--- src/rtl/data_mem_pipe_pkg.sv ---
// Shared types and default sizing for the data_mem_pipe block.
package data_mem_pipe_pkg;

  // Controller state: CLEAR zeroes the memory, IDLE serves requests.
  typedef enum logic {
    CLEAR = 1'b0,
    IDLE  = 1'b1
  } state_t;

  localparam int DEF_DATA_W = 16;
  localparam int DEF_ADDR_W = 5;
  localparam int DEF_DEPTH  = 32;

endpackage

--- src/rtl/data_mem_pipe_mem_bank.sv ---
// Single-port synchronous RAM with byte-lane write enables and a registered
// read port.
module mem_bank
  import data_mem_pipe_pkg::*;
#(
  parameter int DATA_W = DEF_DATA_W,
  parameter int ADDR_W = DEF_ADDR_W,
  parameter int DEPTH  = DEF_DEPTH
) (
  input  logic                clk,
  input  logic                we,
  input  logic                re,
  input  logic [DATA_W/8-1:0] be,
  input  logic [ADDR_W-1:0]   addr,
  input  logic [DATA_W-1:0]   wdata,
  output logic [DATA_W-1:0]   rdata
);

  localparam int NB = DATA_W / 8;

  logic [DATA_W-1:0] mem [DEPTH];

  // Byte-lane writes; only lanes with their enable set are touched.
  // NOTE: the array has no reset branch so it maps onto RAM macros; the
  // controller's clear sequence is what gives it defined contents.
  always_ff @(posedge clk) begin
    if (we) begin
      for (int k = 0; k < NB; k++) begin
        if (be[k]) mem[addr][8*k +: 8] <= wdata[8*k +: 8];
      end
    end
  end

  // Registered read; the output holds its value between reads.
  // NOTE: clocked state always uses non-blocking assignment so every flop
  // samples pre-edge values regardless of block ordering.
  always_ff @(posedge clk) begin
    if (re) rdata <= mem[addr];
  end

endmodule

--- src/rtl/data_mem_pipe.sv ---
// Request/response front end for mem_bank: after reset it zeroes every word,
// then accepts one read or write per cycle with a one-cycle response.
module data_mem_pipe
  import data_mem_pipe_pkg::*;
#(
  parameter int DATA_W = DEF_DATA_W,
  parameter int ADDR_W = DEF_ADDR_W,
  parameter int DEPTH  = DEF_DEPTH
) (
  input  logic                clk,
  input  logic                rst,
  input  logic                req_valid,
  output logic                req_ready,
  input  logic                req_wr,
  input  logic [ADDR_W-1:0]   req_addr,
  input  logic [DATA_W-1:0]   req_wdata,
  input  logic [DATA_W/8-1:0] req_be,
  output logic                rsp_valid,
  output logic [DATA_W-1:0]   rsp_rdata,
  output logic                rsp_err,
  output logic                busy
);

  localparam int NB = DATA_W / 8;
  localparam logic [ADDR_W-1:0] LAST_ADDR = ADDR_W'(DEPTH - 1);

  state_t              state_q, state_d;
  logic [ADDR_W-1:0]   clr_ptr_q;
  logic                last_clr;
  logic                in_range;
  logic                accept;
  logic                rsp_rd_q;

  logic                mem_we;
  logic                mem_re;
  logic [NB-1:0]       mem_be;
  logic [ADDR_W-1:0]   mem_addr;
  logic [DATA_W-1:0]   mem_wdata;
  logic [DATA_W-1:0]   mem_rdata;

  // A fully populated address space cannot be out of range.
  if (DEPTH >= (1 << ADDR_W)) begin : g_full
    assign in_range = 1'b1;
  end else begin : g_part
    assign in_range = (req_addr < ADDR_W'(DEPTH));
  end

  assign last_clr  = (clr_ptr_q == LAST_ADDR);
  assign req_ready = (state_q == IDLE) && !rst;
  assign busy      = !req_ready;
  assign accept    = req_valid && req_ready;

  // Next state and memory port steering: clear writes in CLEAR, requests in IDLE.
  // NOTE: every output of this block gets a default first, so no path can
  // leave a signal unassigned and infer a latch.
  always_comb begin
    state_d   = state_q;
    mem_we    = 1'b0;
    mem_re    = 1'b0;
    mem_be    = '0;
    mem_addr  = req_addr;
    mem_wdata = req_wdata;
    case (state_q)
      CLEAR: begin
        mem_we    = 1'b1;
        mem_be    = '1;
        mem_addr  = clr_ptr_q;
        mem_wdata = '0;
        if (last_clr) state_d = IDLE;
      end
      IDLE: begin
        mem_we = accept && req_wr && in_range;
        mem_re = accept && !req_wr && in_range;
        mem_be = req_be;
      end
      default: state_d = CLEAR;
    endcase
  end

  // State register and clear pointer; reset restarts clearing at word 0.
  always_ff @(posedge clk) begin
    if (rst) begin
      state_q   <= CLEAR;
      clr_ptr_q <= '0;
    end else begin
      state_q <= state_d;
      if (state_q == CLEAR) clr_ptr_q <= last_clr ? '0 : clr_ptr_q + 1'b1;
    end
  end

  // Response register: one pulse per accepted request, error flag for
  // out-of-range addresses, and a flag selecting read data onto the bus.
  always_ff @(posedge clk) begin
    if (rst) begin
      rsp_valid <= 1'b0;
      rsp_err   <= 1'b0;
      rsp_rd_q  <= 1'b0;
    end else begin
      rsp_valid <= accept;
      rsp_err   <= accept && !in_range;
      rsp_rd_q  <= accept && !req_wr && in_range;
    end
  end

  // Write and errored responses carry zero data.
  assign rsp_rdata = rsp_rd_q ? mem_rdata : '0;

  mem_bank #(
    .DATA_W (DATA_W),
    .ADDR_W (ADDR_W),
    .DEPTH  (DEPTH)
  ) u_mem_bank (
    .clk   (clk),
    .we    (mem_we),
    .re    (mem_re),
    .be    (mem_be),
    .addr  (mem_addr),
    .wdata (mem_wdata),
    .rdata (mem_rdata)
  );

endmodule

--- config.mk ---
export PLATFORM = sky130hd
export DESIGN_NAME = data_mem_pipe
export DESIGN_NICKNAME = d
export VERILOG_FILES = /design/src/rtl/data_mem_pipe_pkg.sv /design/src/rtl/data_mem_pipe_mem_bank.sv /design/src/rtl/data_mem_pipe.sv
export SDC_FILE = /design/constraint.sdc
export NUM_CORES = 1
export LEC_CHECK = 0
export BUFFER_PORTS_ARGS = -buffer_cell sky130_fd_sc_hd__buf_2
export CAP_MARGIN = 10
export CORE_MARGIN = 4
export CORE_UTILIZATION = 43
export CTS_BUF_LIST = sky130_fd_sc_hd__clkbuf_16
export CTS_CLUSTER_DIAMETER = 30
export CTS_CLUSTER_SIZE = 40
export DETAILED_ROUTE_END_ITERATION = 16
export GPL_ROUTABILITY_DRIVEN = 0
export PLACE_DENSITY = 0.64
export SLEW_MARGIN = 20
export SYNTH_ARGS = -nofsm -noshare
export SYNTH_HDL_FRONTEND = slang
export SYNTH_SLANG_ARGS = --single-unit
--- constraint.sdc ---
create_clock -name clk -period 3.34 [get_ports clk]
set_input_delay 0.501 -clock clk [delete_from_list [all_inputs] [get_ports clk]]
set_output_delay 0.501 -clock clk [all_outputs]
set_load 0.1 [all_outputs]
* After elaboration in Yosys (flattened, before gate mapping)
Memory sizes are Yosys's and may differ from the RTL's. A register that Yosys moved wholly into a read port is not among the register bits.
Cells that the tools add are included.
** Operators by class
- Reductions and logical operators :: 7
- Multiplexer cells :: 15
- $add $sub $neg :: 1
- Bitwise gates (word level) :: 1
- Equality and inequality tests :: 1
** Operators by type and width (number)
- $mux W16 :: 2
- $mux W5 :: 2
- $mux W1 :: 9
- $add A5 B1 Y5 const B :: 1
- $eq A5 B5 Y1 const B :: 1
- $logic_and A1 B1 Y1 :: 4
- $pmux W2 S2 :: 1
- $logic_not A1 Y1 :: 3
- $pmux W1 S2 :: 1
- $not A1 Y1 :: 1
** Word-level totals
- Input port bits :: 27
- RAM bits :: 512
- Flip-flop bits (word level) :: 8
- Output and inout bits :: 20
- Memories :: 1
- Logic and storage cells :: 30
** Memory list
- u_mem_bank.mem :: words 32, bits a word 16, rd ports 1, clocked after memory_dff 1, write ports 1, line data_mem_pipe_mem_bank.sv:21 : logic [DATA_W-1:0] mem [DEPTH];

* Depth between registers and ports, before layout
- Depth in word-level cells :: 7
- Mapped depth :: 10
- Depth with buffers taken out :: 6

* Hierarchy
A second synthesis with hierarchy kept.
** Unflattened totals
- Cell total of the unflattened synthesis :: 1209
- Area, all modules :: 21023.9 µm²
** By module, submodules not included
- mem_bank :: seq. area each 15855.2 µm², cells each 1128, area an instance 20387.1 µm², times used 1
- data_mem_pipe :: seq. area each 160.2 µm², cells each 81, area an instance 636.9 µm², times used 1

* Least setup slack after synthesis
OpenSTA, ideal clock, no wires.
- Path kind :: flip-flop to flip-flop
- Start point :: reg state_q
- End point :: reg u_mem_bank.rdata[0], read port of u_mem_bank.mem, enable pin
- Library setup time :: 0.390 ns
- Stages on the path, launching flop included :: 7
- Path buffers :: 3
- Clock period less this slack :: 3.725 ns
- Path slack :: -0.385 ns
- Data required time :: 2.950 ns
- Data arrival time :: 3.335 ns
- Cell sequence :: dfxtp_1 buf_6 buf_2 clkbuf_1 nor2b_1 and2_1 nor2b_1
** Between the ends
- Longest elaborated chain between the ends :: 4
- Elaborated cells between the ends (all ways) :: 5
- Those cells by class :: mux (2); reduce/logical (3)
** Ends and longest elaborated chain
- start: declaration :: line data_mem_pipe.sv:27 : state_t state_q, state_d;
- start signal: assignment :: line data_mem_pipe.sv:86 : state_q <= state_d;
- $logic_and A1 B1 Y1 :: line data_mem_pipe.sv:49 : assign req_ready = (state_q == IDLE) && !rst;
- net req_ready :: line data_mem_pipe.sv:13 : output logic req_ready,
- $logic_and A1 B1 Y1 :: line data_mem_pipe.sv:51 : assign accept = req_valid && req_ready;
- $logic_and A1 B1 Y1 :: line data_mem_pipe.sv:73 : mem_re = accept && !req_wr && in_range;
- $mux W1 :: line data_mem_pipe.sv:63 : case (state_q)
- net mem_re :: line data_mem_pipe.sv:35 : logic mem_re;
- end: declaration :: line data_mem_pipe_mem_bank.sv:16 : output logic [DATA_W-1:0] rdata
The timed path passes the listed nets, and every way through them passes these cells.
A chain may end at the register's enable or synchronous reset.

* Final worst setup path
- Start point :: reg clr_ptr_q[2]
- End point :: reg u_mem_bank.rdata[8], read port of u_mem_bank.mem (data pin)
** Between the ends
- Longest elaborated chain between the ends :: 1
** Ends and longest elaborated chain
- start: declaration :: line data_mem_pipe.sv:28 : logic [ADDR_W-1:0] clr_ptr_q;
- start signal: assignment :: line data_mem_pipe.sv:87 : if (state_q == CLEAR) clr_ptr_q <= last_clr ? '0 : clr_ptr_q + 1'b1;
- $mux W5 :: line data_mem_pipe.sv:63
Every way passes these cells.

==> results.tsv <==
metric	value	unit
synth_seq_cells	536	
hold_violations	0	
setup.worst_path.start_class	flip-flop	
yosysWarnings	0	
routed_wl	52900	um
grt_remaining_overflow	0	
cts_buffers	87	
drc_errors	0	
status	finished clean	
post_cts_buffers	0	
hpwl	33700	um
syn_area	0.0210	mm2
tritoncts	done	
drive_gt1_share	21.5	%
hp-class	primary input to flip-flop	
drv_cap	0	
wire_per_inst	23.9	um
grt_max_degree	35	
cp_max_fo	16	
cts-root-buf	clkbuf_16	
grt_pass1_wl	79000	um
die_area	0.0525	mm2
yosysUniqueCellTypes	44	
initial_core_util	43.8	%
port_buffers	45	
syn_nets	1358	
syn_to_final_growth	22.0	%
skew	0.0219	ns
rows	80	
ir_drop	0.000389	V
cp.arrival	3.49	ns
rsz0062_at_grt	false	
finalCritPeriodShare	96.0	%
r2r_cells	7	
worstSetupEndpointType	flip-flop	
clock_sinks	536	
worstMarginPinSlew	1.11	ns
layout_min_cycle_time	3.21	ns
htreeDepth	3	
antenna_found_initial	4	
synth_seq_area_share	76.2	%
core	0.0480	mm2
grt_pass1_vias	12600	
die_x	229	um
startpoint	clr_ptr_q[2]$_SDFFE_PP0N_	
crit_type	flip-flop to flip-flop	
ant_nets	0	
syn_inst	1329	
drtIter0Drc	1382	
crit_path_end	u_mem_bank.rdata[8]$_DFFE_PP_	
cts_max_path_buffers	3	
fmax	312	MHz
grt_use_total	19.9	%
required	3.62	ns
viasPerCell	5.70	
nets	1551	
fill_cells	3776	
dpl_cell_area	0.0227	mm2
pin_count	47	
p_leak	9.23	nW
clk_pin_slew	0.05	ns
setup_violations	0	
reg2reg_to	u_mem_bank.rdata[8]$_DFFE_PP_	
max-slew-margin-rel	25.8	%
reg2reg_slack	0.13	ns
whs	0.123	ns
setup_tns	0	ns
die_y	229	um
rr_startpoint	clr_ptr_q[2]$_SDFFE_PP0N_	
vias	12600	
drv_slew	0	
drt_pass1_iterations	5	
final_area	0.0257	mm2
clk_latency	0.60	ns
p_per_area	658	mW/mm2
syn_area_per_cell	15.8	um2
area by class of cell:
cell class                 instances  area (um2)  area share [%]
clock buffer                      92        2300            8.97
antenna                            2        5.00          0.0195
timing repair buffer             177        1260            4.90
inverter                           8        30.0           0.117
tap                              615         769            3.00
clock inverter                    70         628            2.45
sequential                       536       16000            62.4
multi-input combinational        712        4650            18.1
synth_stat cells:
cell type | instances | area (um2)
buf_2 | 19 | 95.1
o21ai_0 | 8 | 40.0
nor2b_1 | 5 | 31.3
nand2b_1 | 6 | 37.5
nor3_1 | 2 | 10.0
dfxtp_1 | 8 | 160
nor4b_1 | 4 | 35.0
nor4bb_1 | 5 | 50.1
and4b_1 | 4 | 40.0
nand3_1 | 1 | 5.00
a21oi_1 | 89 | 445
o221ai_1 | 1 | 8.76
nand4_1 | 2 | 12.5
and2_1 | 33 | 206
clkbuf_1 | 33 | 124
o22ai_1 | 55 | 344
nand2_1 | 133 | 499
o2111ai_1 | 2 | 17.5
inv_1 | 8 | 30.0
o32ai_1 | 12 | 105
a22o_1 | 4 | 35.0
a22oi_1 | 58 | 435
or2_2 | 1 | 6.26
a21boi_0 | 1 | 7.51
buf_1 | 5 | 18.8
or4_1 | 38 | 285
buf_6 | 12 | 135
mux4_2 | 3 | 67.6
nor4_1 | 7 | 43.8
mux2_4 | 2 | 30.0
a31oi_1 | 2 | 12.5
ha_1 | 2 | 25.0
conb_1 | 1 | 3.75
o21ai_2 | 4 | 35.0
nand3b_1 | 3 | 22.5
and4_1 | 1 | 8.76
o22a_1 | 1 | 8.76
edfxtp_1 | 528 | 15900
a21o_1 | 4 | 30.0
buf_4 | 4 | 30.0
o21ai_1 | 7 | 35.0
and3_1 | 1 | 6.26
nor2_1 | 81 | 304
mux2i_1 | 129 | 1290
worst max-delay path, cell delays in order (launching register included):
cell	delay, ns
dfxtp_1	0.54
nor4b_1	0.17
o21ai_2	0.88
buf_4	0.26
o32ai_1	0.11
nor4_1	0.57
buf_4	0.20
o2111ai_1	0.17
cell families (layout without fill, tap and decap cells):
family | count (synthesis) | after routing | share of synthesized area [%]
flip-flops | 536 | 536 | 76.2
AND/OR/NAND/NOR | 327 | 327 | 7.63
AO/OA/AOI/OAI | 248 | 248 | 7.42
multiplexers | 134 | 134 | 6.60
buffers and inverters | 81 | 347 | 2.06
adder cells (fa/ha/maj) | 2 | 2 | 0.119
other | 1 | 3 | 0.0178
power breakdown:
part	total, W	switching (W)	internal, W
Sequential	0.00740	0.0000199	0.00738
Combinational	0.000709	0.000443	0.000266
Clock	0.00877	0.00319	0.00558
Total	0.0169	0.00365	0.0132
sequential cells by signal (all words and copies together) (netlist names):
| name | cells |
|---|---|
| u_mem_bank.rdata | 16 |
| clr_ptr_q | 5 |
| u_mem_bank.mem | 512 |
| rsp_rd_q | 1 |
| rsp_valid | 1 |
| state_q | 1 |
placed cells by master (no fill, tap or decap), types with 14 or more instances in the layout:
| cell type | n |
|---|---|
| edfxtp_1 | 528 |
| nand2_1 | 133 |
| mux2i_1 | 128 |
| buf_4 | 128 |
| clkbuf_16 | 92 |
| a21oi_1 | 88 |
| nor2_1 | 81 |
| a22oi_1 | 58 |
| o22ai_1 | 52 |
| buf_2 | 45 |
| or4_1 | 38 |
| and2_1 | 31 |
| inv_1 | 17 |
| clkinvlp_4 | 14 |
through the flow:
stage | power [W] | cells | setup slack, ns | utilization, %
3_3_place_gp | 0.00822 | 2048 | 0.0516 | 47.3
5_1_grt | 0.0174 | 2210 | 0.0814 | 53.4
2_1_floorplan | 0.00797 | 1329 | 0.189 | -
6_report | 0.0169 | 2212 | 0.133 | 53.4
3_5_place_dp | 0.00823 | 2048 | 0.0311 | 47.3
4_1_cts | 0.0170 | 2210 | 0.0761 | 53.4
what timing repair did:
item,4_1_cts,5_1_grt
hold buffers,0,0
endpoints found under the setup margin,0,5
gates resized for setup,0,3
routing by layer:
metal  share of wire [%]  vias to the layer above  track usage, %  wire length [um]
met4                 2.7                        2            7.34              1400
met5               0.013                        -               0                 7
li1                    -                     5624               -                 -
met2                  47                      568            31.1             24800
met1                  42                     6314            27.5             22200
met3                 8.5                      101            4.77              4500
worst min-delay path by stage:
stage                                         start                        end  slack (ns)  depth (start not counted)
after CTS                                    req_wr        rsp_rd_q$_SDFF_PP0_        0.09                          2
after global placement    clr_ptr_q[3]$_SDFFE_PP0N_  clr_ptr_q[3]$_SDFFE_PP0N_        0.61                          2
after floorplan           clr_ptr_q[0]$_SDFFE_PP0N_  clr_ptr_q[3]$_SDFFE_PP0N_        0.53                          2
after detailed placement  clr_ptr_q[3]$_SDFFE_PP0N_  clr_ptr_q[3]$_SDFFE_PP0N_        0.62                          2
after global routing                         req_wr        rsp_rd_q$_SDFF_PP0_        0.12                          2
final                                        req_wr        rsp_rd_q$_SDFF_PP0_        0.12                          2
No activity file was read; power rests on OpenSTA's default activity.
